## src/rtl/rx_word_packer.sv

```systemverilog
// rx_word_packer: packs bytes popped from a first-word-fall-through FIFO into
// little-endian words of BYTES_PER_WORD bytes. Partial words leave on flush_i.
// Optional build macro RX_PACK_TIMEOUT_EN adds an idle timer that raises an
// automatic flush after TIMEOUT_CYCLES idle cycles with a partial word held.
//
// Output handshake: a word transfers on a rising edge where word_valid_o=1 and
// word_ready_i=1. Once raised, word_valid_o, word_data_o and word_keep_o hold
// steady until that transfer; word_valid_o never depends on word_ready_i.
module rx_word_packer #(
    parameter int DATA_WIDTH     = 8,
    parameter int BYTES_PER_WORD = 4,
    parameter int TIMEOUT_CYCLES = 16
) (
    input  logic                                 rx_clk,
    input  logic                                 rx_rst,
    input  logic                                 fifo_empty_i,
    input  logic [DATA_WIDTH-1:0]                fifo_data_i,
    output logic                                 fifo_rd_en_o,
    input  logic                                 flush_i,
    output logic                                 word_valid_o,
    input  logic                                 word_ready_i,
    output logic [DATA_WIDTH*BYTES_PER_WORD-1:0] word_data_o,
    output logic [BYTES_PER_WORD-1:0]            word_keep_o
);

    localparam int WORD_W = DATA_WIDTH * BYTES_PER_WORD;
    localparam int CNT_W  = $clog2(BYTES_PER_WORD);
    localparam logic [CNT_W-1:0] LAST_IDX = CNT_W'(BYTES_PER_WORD - 1);

    // Packer states; the state is carried by the byte count itself.
    localparam logic [0:0] ST_EMPTY = 1'b0;
    localparam logic [0:0] ST_ACCUM = 1'b1;

    logic [CNT_W-1:0]          cnt;
    logic [WORD_W-1:0]         acc;
    logic [WORD_W-1:0]         merged;
    logic [BYTES_PER_WORD-1:0] partial_keep;
    logic [0:0]                pack_state;
    logic                      flush_pend;
    logic                      slot_free;
    logic                      flush_req;
    logic                      flush_fire;
    logic                      accept;
    logic                      last_accept;
    logic                      timeout_req;

    assign pack_state   = (cnt == '0) ? ST_EMPTY : ST_ACCUM;
    assign slot_free    = ~word_valid_o | word_ready_i;
    assign flush_req    = flush_i | flush_pend | timeout_req;
    assign flush_fire   = flush_req & (pack_state == ST_ACCUM) & slot_free;
    // The last byte of a word may only be popped when the output slot can take it.
    assign fifo_rd_en_o = ~rx_rst & ~fifo_empty_i & ~flush_fire &
                          ((cnt != LAST_IDX) | slot_free);
    assign accept       = fifo_rd_en_o;
    assign last_accept  = accept & (cnt == LAST_IDX);

    // Accumulated bytes with the current FIFO head dropped into slot cnt.
    always_comb begin
        merged = acc;
        merged[int'(cnt)*DATA_WIDTH +: DATA_WIDTH] = fifo_data_i;
    end

    // Keep mask for a partial word: the low cnt bytes are valid.
    always_comb begin
        partial_keep = '0;
        for (int i = 0; i < BYTES_PER_WORD; i++) begin
            partial_keep[i] = (i < int'(cnt));
        end
    end

    // Byte count: advances per accepted byte, returns to zero when a word leaves.
    always_ff @(posedge rx_clk) begin
        if (rx_rst) begin
            cnt <= '0;
        end else if (last_accept || flush_fire) begin
            cnt <= '0;
        end else if (accept) begin
            cnt <= cnt + 1'b1;
        end
    end

    // Accumulator: cleared whenever a word leaves so unused bytes read as zero.
    always_ff @(posedge rx_clk) begin
        if (rx_rst) begin
            acc <= '0;
        end else if (last_accept || flush_fire) begin
            acc <= '0;
        end else if (accept) begin
            acc <= merged;
        end
    end

    // Pending flush: remembers a flush that arrived while the output slot was busy.
    always_ff @(posedge rx_clk) begin
        if (rx_rst) begin
            flush_pend <= 1'b0;
        end else if (flush_fire) begin
            flush_pend <= 1'b0;
        end else if (flush_req && (pack_state == ST_ACCUM) && !slot_free) begin
            flush_pend <= 1'b1;
        end else if (pack_state == ST_EMPTY) begin
            flush_pend <= 1'b0;
        end
    end

    // Output register: loads a full or flushed word, drops valid on transfer.
    always_ff @(posedge rx_clk) begin
        if (rx_rst) begin
            word_valid_o <= 1'b0;
            word_data_o  <= '0;
            word_keep_o  <= '0;
        end else if (last_accept) begin
            word_valid_o <= 1'b1;
            word_data_o  <= merged;
            word_keep_o  <= '1;
        end else if (flush_fire) begin
            word_valid_o <= 1'b1;
            word_data_o  <= acc;
            word_keep_o  <= partial_keep;
        end else if (word_ready_i) begin
            word_valid_o <= 1'b0;
        end
    end

`ifdef RX_PACK_TIMEOUT_EN
    localparam logic [7:0] TMO_LIMIT = 8'(TIMEOUT_CYCLES);

    logic [7:0] idle_cnt;

    // Idle timer: counts cycles with a partial word held and nothing popped.
    always_ff @(posedge rx_clk) begin
        if (rx_rst || accept || (pack_state == ST_EMPTY)) begin
            idle_cnt <= '0;
        end else if (idle_cnt != TMO_LIMIT) begin
            idle_cnt <= idle_cnt + 8'd1;
        end
    end

    assign timeout_req = (idle_cnt == TMO_LIMIT);
`else
    // No idle timer in this build; TIMEOUT_CYCLES only keeps the parameter list stable.
    assign timeout_req = 1'b0 & (TIMEOUT_CYCLES > 0);
`endif

endmodule

```

## config.mk

```make
export PLATFORM = sky130hd
export DESIGN_NAME = rx_word_packer
export DESIGN_NICKNAME = d
export VERILOG_FILES = /design/src/rtl/rx_word_packer.sv
export SDC_FILE = /design/constraint.sdc
export NUM_CORES = 1
export LEC_CHECK = 0
export ABC_AREA = 1
export CORE_UTILIZATION = 45
export DETAILED_ROUTE_END_ITERATION = 16
export PLACE_DENSITY = 0.63
export SLEW_MARGIN = 25
export SYNTH_ARGS = -nofsm -noshare
export SYNTH_HDL_FRONTEND = slang
export SYNTH_SLANG_ARGS = --single-unit
```

## constraint.sdc

```tcl
create_clock -name rx_clk -period 2.25 [get_ports rx_clk]
set_clock_uncertainty 0.05 [all_clocks]
set_input_delay 0.3375 -clock rx_clk [delete_from_list [all_inputs] [get_ports rx_clk]]
set_output_delay 0.3375 -clock rx_clk [all_outputs]
set_load 0.05 [all_outputs]
```

Yosys cells after proc, flatten, opt, wreduce, memory -nomap -nowiden
Index checks and enable logic that the tools add are counted.
- $add $sub $neg: 2
- order comparisons: 3
- equal/unequal tests: 2
- shift-type cells: 2
- muxes and demuxes: 11
- bitwise logic cells: 13
- reductions and logical operators: 10
- operators by type and width (cell ; count):
    $mux 32 ; 2
    $neg 5->33 ; 1
    $shift 8x33->32 const A ; 1
    $shiftx 8x33->32 ; 1
    $bwmux 32 ; 1
    $mux 4 ; 2
    $and 1x1->1 ; 6
    $mux 1 ; 6
    $lt 1x2->1 const A ; 2
    $not 1->1 ; 4
    $reduce_bool 2->1 ; 2
    $reduce_or 2->1 ; 2
    $or 1x1->1 ; 3
    $reduce_bool 3->1 ; 1
    $add 2x1->2 const B ; 1
    $eq 2x2->1 const B ; 1
    $logic_and 1x1->1 ; 2
    $logic_not 2->1 ; 1
    $lt 2x2->1 const A ; 1
    $ne 2x2->1 const B ; 1
    $logic_not 1->1 ; 1
    $logic_or 1x1->1 ; 1
- register bits: 72
- bits of input ports: 13

Longest topological paths before layout
- depth after elaboration: 10
- mapped depth: 12

Worst setup path after synthesis
Ideal clock, no wire load.
- path kind: reg2out
- from: register cnt[0]
- to: output fifo_rd_en_o
- data arrival time: 1610 ps
- data required time: 1862 ps
- setup slack: 252 ps
- cell stages (with the launch flop): 9
- path buffers: 2
- cells stage by stage: dfxtp_1 -> buf_2 -> inv_1 -> ha_1 -> inv_2 -> nand3_2 -> nand3_4 -> inv_2 -> buf_4
- word-level cells in the longest chain between the ends: 7
- elaborated cells on any way between the ends: 9
- ends and longest elaborated chain (item ; line ; RTL):
    start: declaration ; 34 ; logic [CNT_W-1:0] cnt;
    start signal: assignment ; 78 ; cnt <= cnt + 1'b1;
    $logic_not 2->1 ; 47 ; assign pack_state = (cnt == '0) ? ST_EMPTY : ST_ACCUM;
    $mux 1 ; 47 ;
    $and 1x1->1 (2 in series) ; 50 ; assign flush_fire = flush_req & (pack_state == ST_ACCUM) & slot_free;
    $not 1->1 ; 52 ; assign fifo_rd_en_o = ~rx_rst & ~fifo_empty_i & ~flush_fire &
    $and 1x1->1 ; 52 ;
    $and 1x1->1 (*) ; 52 ;
    end: declaration ; 18 ; output logic fifo_rd_en_o,
Every way passes the cells marked *; elsewhere a longest branch is shown, timed or not.

Worst setup path after layout
- from: register cnt[1]
- to: output fifo_rd_en_o
Same word-level chain as after synthesis.

==> metrics <==
Worst path depth=7; 1st-pass router iterations=5; largest net degree at the start of global routing=38; max-slew violations=0; Crit path required time=1860 ps; Routed Antenna Nets=0; Worst Tran Pin Value=521 ps; Post-CTS Repair Setup Buffers=0; non-filler cells, final=760; Sinks on Clock Net=72; Reg power frac=0.434; setup TNS=0 ps; main combinational cell family by area after synthesis=simple AND/OR/NAND/NOR gates; post-synthesis adder-cell area fraction=0.0196; Storage cell area=1440 um^2; area of the multi-input gates=1960 um^2; gpl congestion=0.860; CP dominant cell by count=inv_2; worst min-delay path category=reg2reg; Sw Ratio=0.259; register area share after synthesis=0.376; number of distinct library cells after synthesis=28; simple-gate portion of the synthesized area=0.390; post-synthesis xor/xnor area fraction=0; via count=3732; mux cell area share after synthesis=0; run status=finished, final reports clean; share of cells above drive strength 1=0.0763; synthesized flop and latch total=72; Synth Area in Compound Gates=0.102; TritonCTS clock tree=done; maxcap violations=0; Iter 0 DRT Violations=232; Comb pwr share=0.137; CP bufs+invs=4; Setup violations, final=0; area grow syn2layout=22.7%; Port Buffer Count=50; clock-pin slew of the registers on the worst-case setup and hold paths=80 ps; most common cell after layout, fill and taps aside=nand2_1; Peak VDD IR=0.302 mV; type of origin of the critical path=flop; Post-Syn Nets=619; placed cells=744; Max FO, Critical Path=6; Crit path arrival time=1670 ps; Longest Clk Path Bufs=2; Hold Crit Start=word_data_o[14]; hpwl dp=6.82 mm; Top-Level Pins=51; Hold Fails Final Rpt=0; core box area=8220 um^2; initial antenna violation count=0; Placement Setup Slack=192 ps; crit path kind=reg2out; Filler Cell Count=773; slowest stage delay, CP=380 ps; Tcrit/Tclk final=0.916; clock root cell=clkbuf_8; # rows=33; total power=0.00303 W; Die W=94.3 um; first-pass GRT wire length=16.6 mm; Internal=0.00224 W; Worst Setup SP=cnt[1]; clk_lat worst skew=350 ps; Placed Area=4440 um^2; r2r worst-path depth=9; Die Span Y=94.3 um; unrepaired setup endpoints after global routing=false; Top Family by Delay on Critical Path=buffers and inverters; Reg-to-Reg Start=cnt[1]; Power per Cell Area=644 nW/um^2; layout net count=669; H-Tree Depth=3; cell area after synthesis=3830 um^2; Vias/cell=4.91; grt ovf=0; Post-Syn Area per Cell=6.39 um^2; switching power total=0.000785 W; Routed WL=9.79 mm; Remaining DRCs=0; drt wl/cell=12.9 um; synthesized instance count=600; Leak Pwr=2.17 nW; cell area after layout=4700 um^2; highest clock rate=0.485 GHz; worst path cell trace=inv_1, ha_1, inv_2, nand3_2, nand3_4, inv_2, buf_4; commonest non-fill, non-tap cells in the layout=nand2_1 (241), dfxtp_1 (71), inv_1 (65); Slowest cell on crit path=dfxtp_2; yosys warns=0; Hold Path Stages=2; CTS Buf Count=9; diodes inserted=0; Clock Power Share=0.429; reg-to-reg slack, setup=300 ps; worst setup margin=188 ps; max_slew headroom=0.652; Initial Util=0.466; vias in the first global route=3549; full die area=8890 um^2; fin crit period=2060 ps; All-Layer GR Usage=0.245; kind of end point of the critical path=output pin
## worst min-delay path, delay by kind of cell, from the launching register on
family	cells	cell delay [ps]
flip-flops	1	310
AND/OR/NAND/NOR	2	100
## worst paths after layout
kind | endpoint
min | word_data_o[14]
min reg2reg | word_data_o[14]
max | fifo_rd_en_o
max reg2reg | word_data_o[19]
## Yosys cell counts
| master | n | area share |
|---|---|---|
| nand2_1 | 241 | 0.24 |
| o21ai_4 | 1 | 0.0042 |
| nand3_2 | 3 | 0.0078 |
| nand3_4 | 1 | 0.0046 |
| nor2_4 | 1 | 0.0029 |
| buf_1 | 3 | 0.0029 |
| nand4_4 | 1 | 0.0056 |
| nand2_2 | 1 | 0.0016 |
| clkbuf_1 | 3 | 0.0029 |
| nand3b_1 | 15 | 0.029 |
| a21oi_1 | 38 | 0.050 |
| inv_2 | 3 | 0.0029 |
| dfxtp_1 | 72 | 0.38 |
| a21oi_2 | 1 | 0.0023 |
| buf_2 | 17 | 0.022 |
| buf_6 | 3 | 0.0088 |
| nor2_2 | 2 | 0.0033 |
| buf_4 | 4 | 0.0078 |
| o22ai_1 | 3 | 0.0049 |
| o21ai_0 | 15 | 0.020 |
| inv_1 | 65 | 0.064 |
| nand3_1 | 33 | 0.043 |
| ha_1 | 6 | 0.020 |
| nor3_1 | 1 | 0.0013 |
| clkinv_1 | 1 | 0.00098 |
| nor2_1 | 55 | 0.054 |
| o21a_1 | 10 | 0.020 |
| o21bai_1 | 1 | 0.0020 |
## layout make-up
class                           count  share of cell area
Clock buffer                       12              0.0330
Multi-Input combinational cell    429               0.417
Inverter                           69              0.0551
Clock inverter                      4              0.0210
Timing Repair Buffer               69               0.139
Sequential cell                    72               0.307
Tap cell                          105              0.0280
## routing by layer
layer  GRT usage  up-vias  share of wire
met5           0        -              0
met2       0.397       85           0.47
met3      0.0477       16          0.049
li1            -     1949              -
met1       0.320     1682           0.47
met4      0.0872        0          0.015
## sequential cells by signal (all words and copies together) (netlist names)
name and flops:
word_valid_o 1, word_keep_o 4, cnt 2, flush_pend 1, word_data_o 32, acc 32
## what timing repair did
action                                  in CTS  in global routing
gates resized for setup                      0                  1
endpoints found under the setup margin       0                  1
hold buffers                                 0                  0
## power groups by stage
stage | combinational, W | clock (W) | sequential [W]
after floorplan | 0.000217 | 0 | 0.00140
after global placement | 0.000412 | 0 | 0.00134
after detailed placement | 0.000414 | 0 | 0.00134
after CTS | 0.000416 | 0.00133 | 0.00131
after global routing | 0.000455 | 0.00139 | 0.00132
final | 0.000413 | 0.00130 | 0.00131
## per-stage QoR
stage,utilization,hold WS (ps)
6_report,0.572,402
5_1_grt,0.572,414
4_1_cts,0.572,406
3_5_place_dp,0.541,391
3_3_place_gp,0.541,386
2_1_floorplan,-,367
## kinds of logic (layout without fill, tap and decap cells)
logic type      Yosys count  count (layout)
simple gates            354             354
compound gates           69              69
flops                    72              72
buf+inv                  99             154
fa+ha+maj                 6               6
No activity file was read; power rests on OpenSTA's default activity.
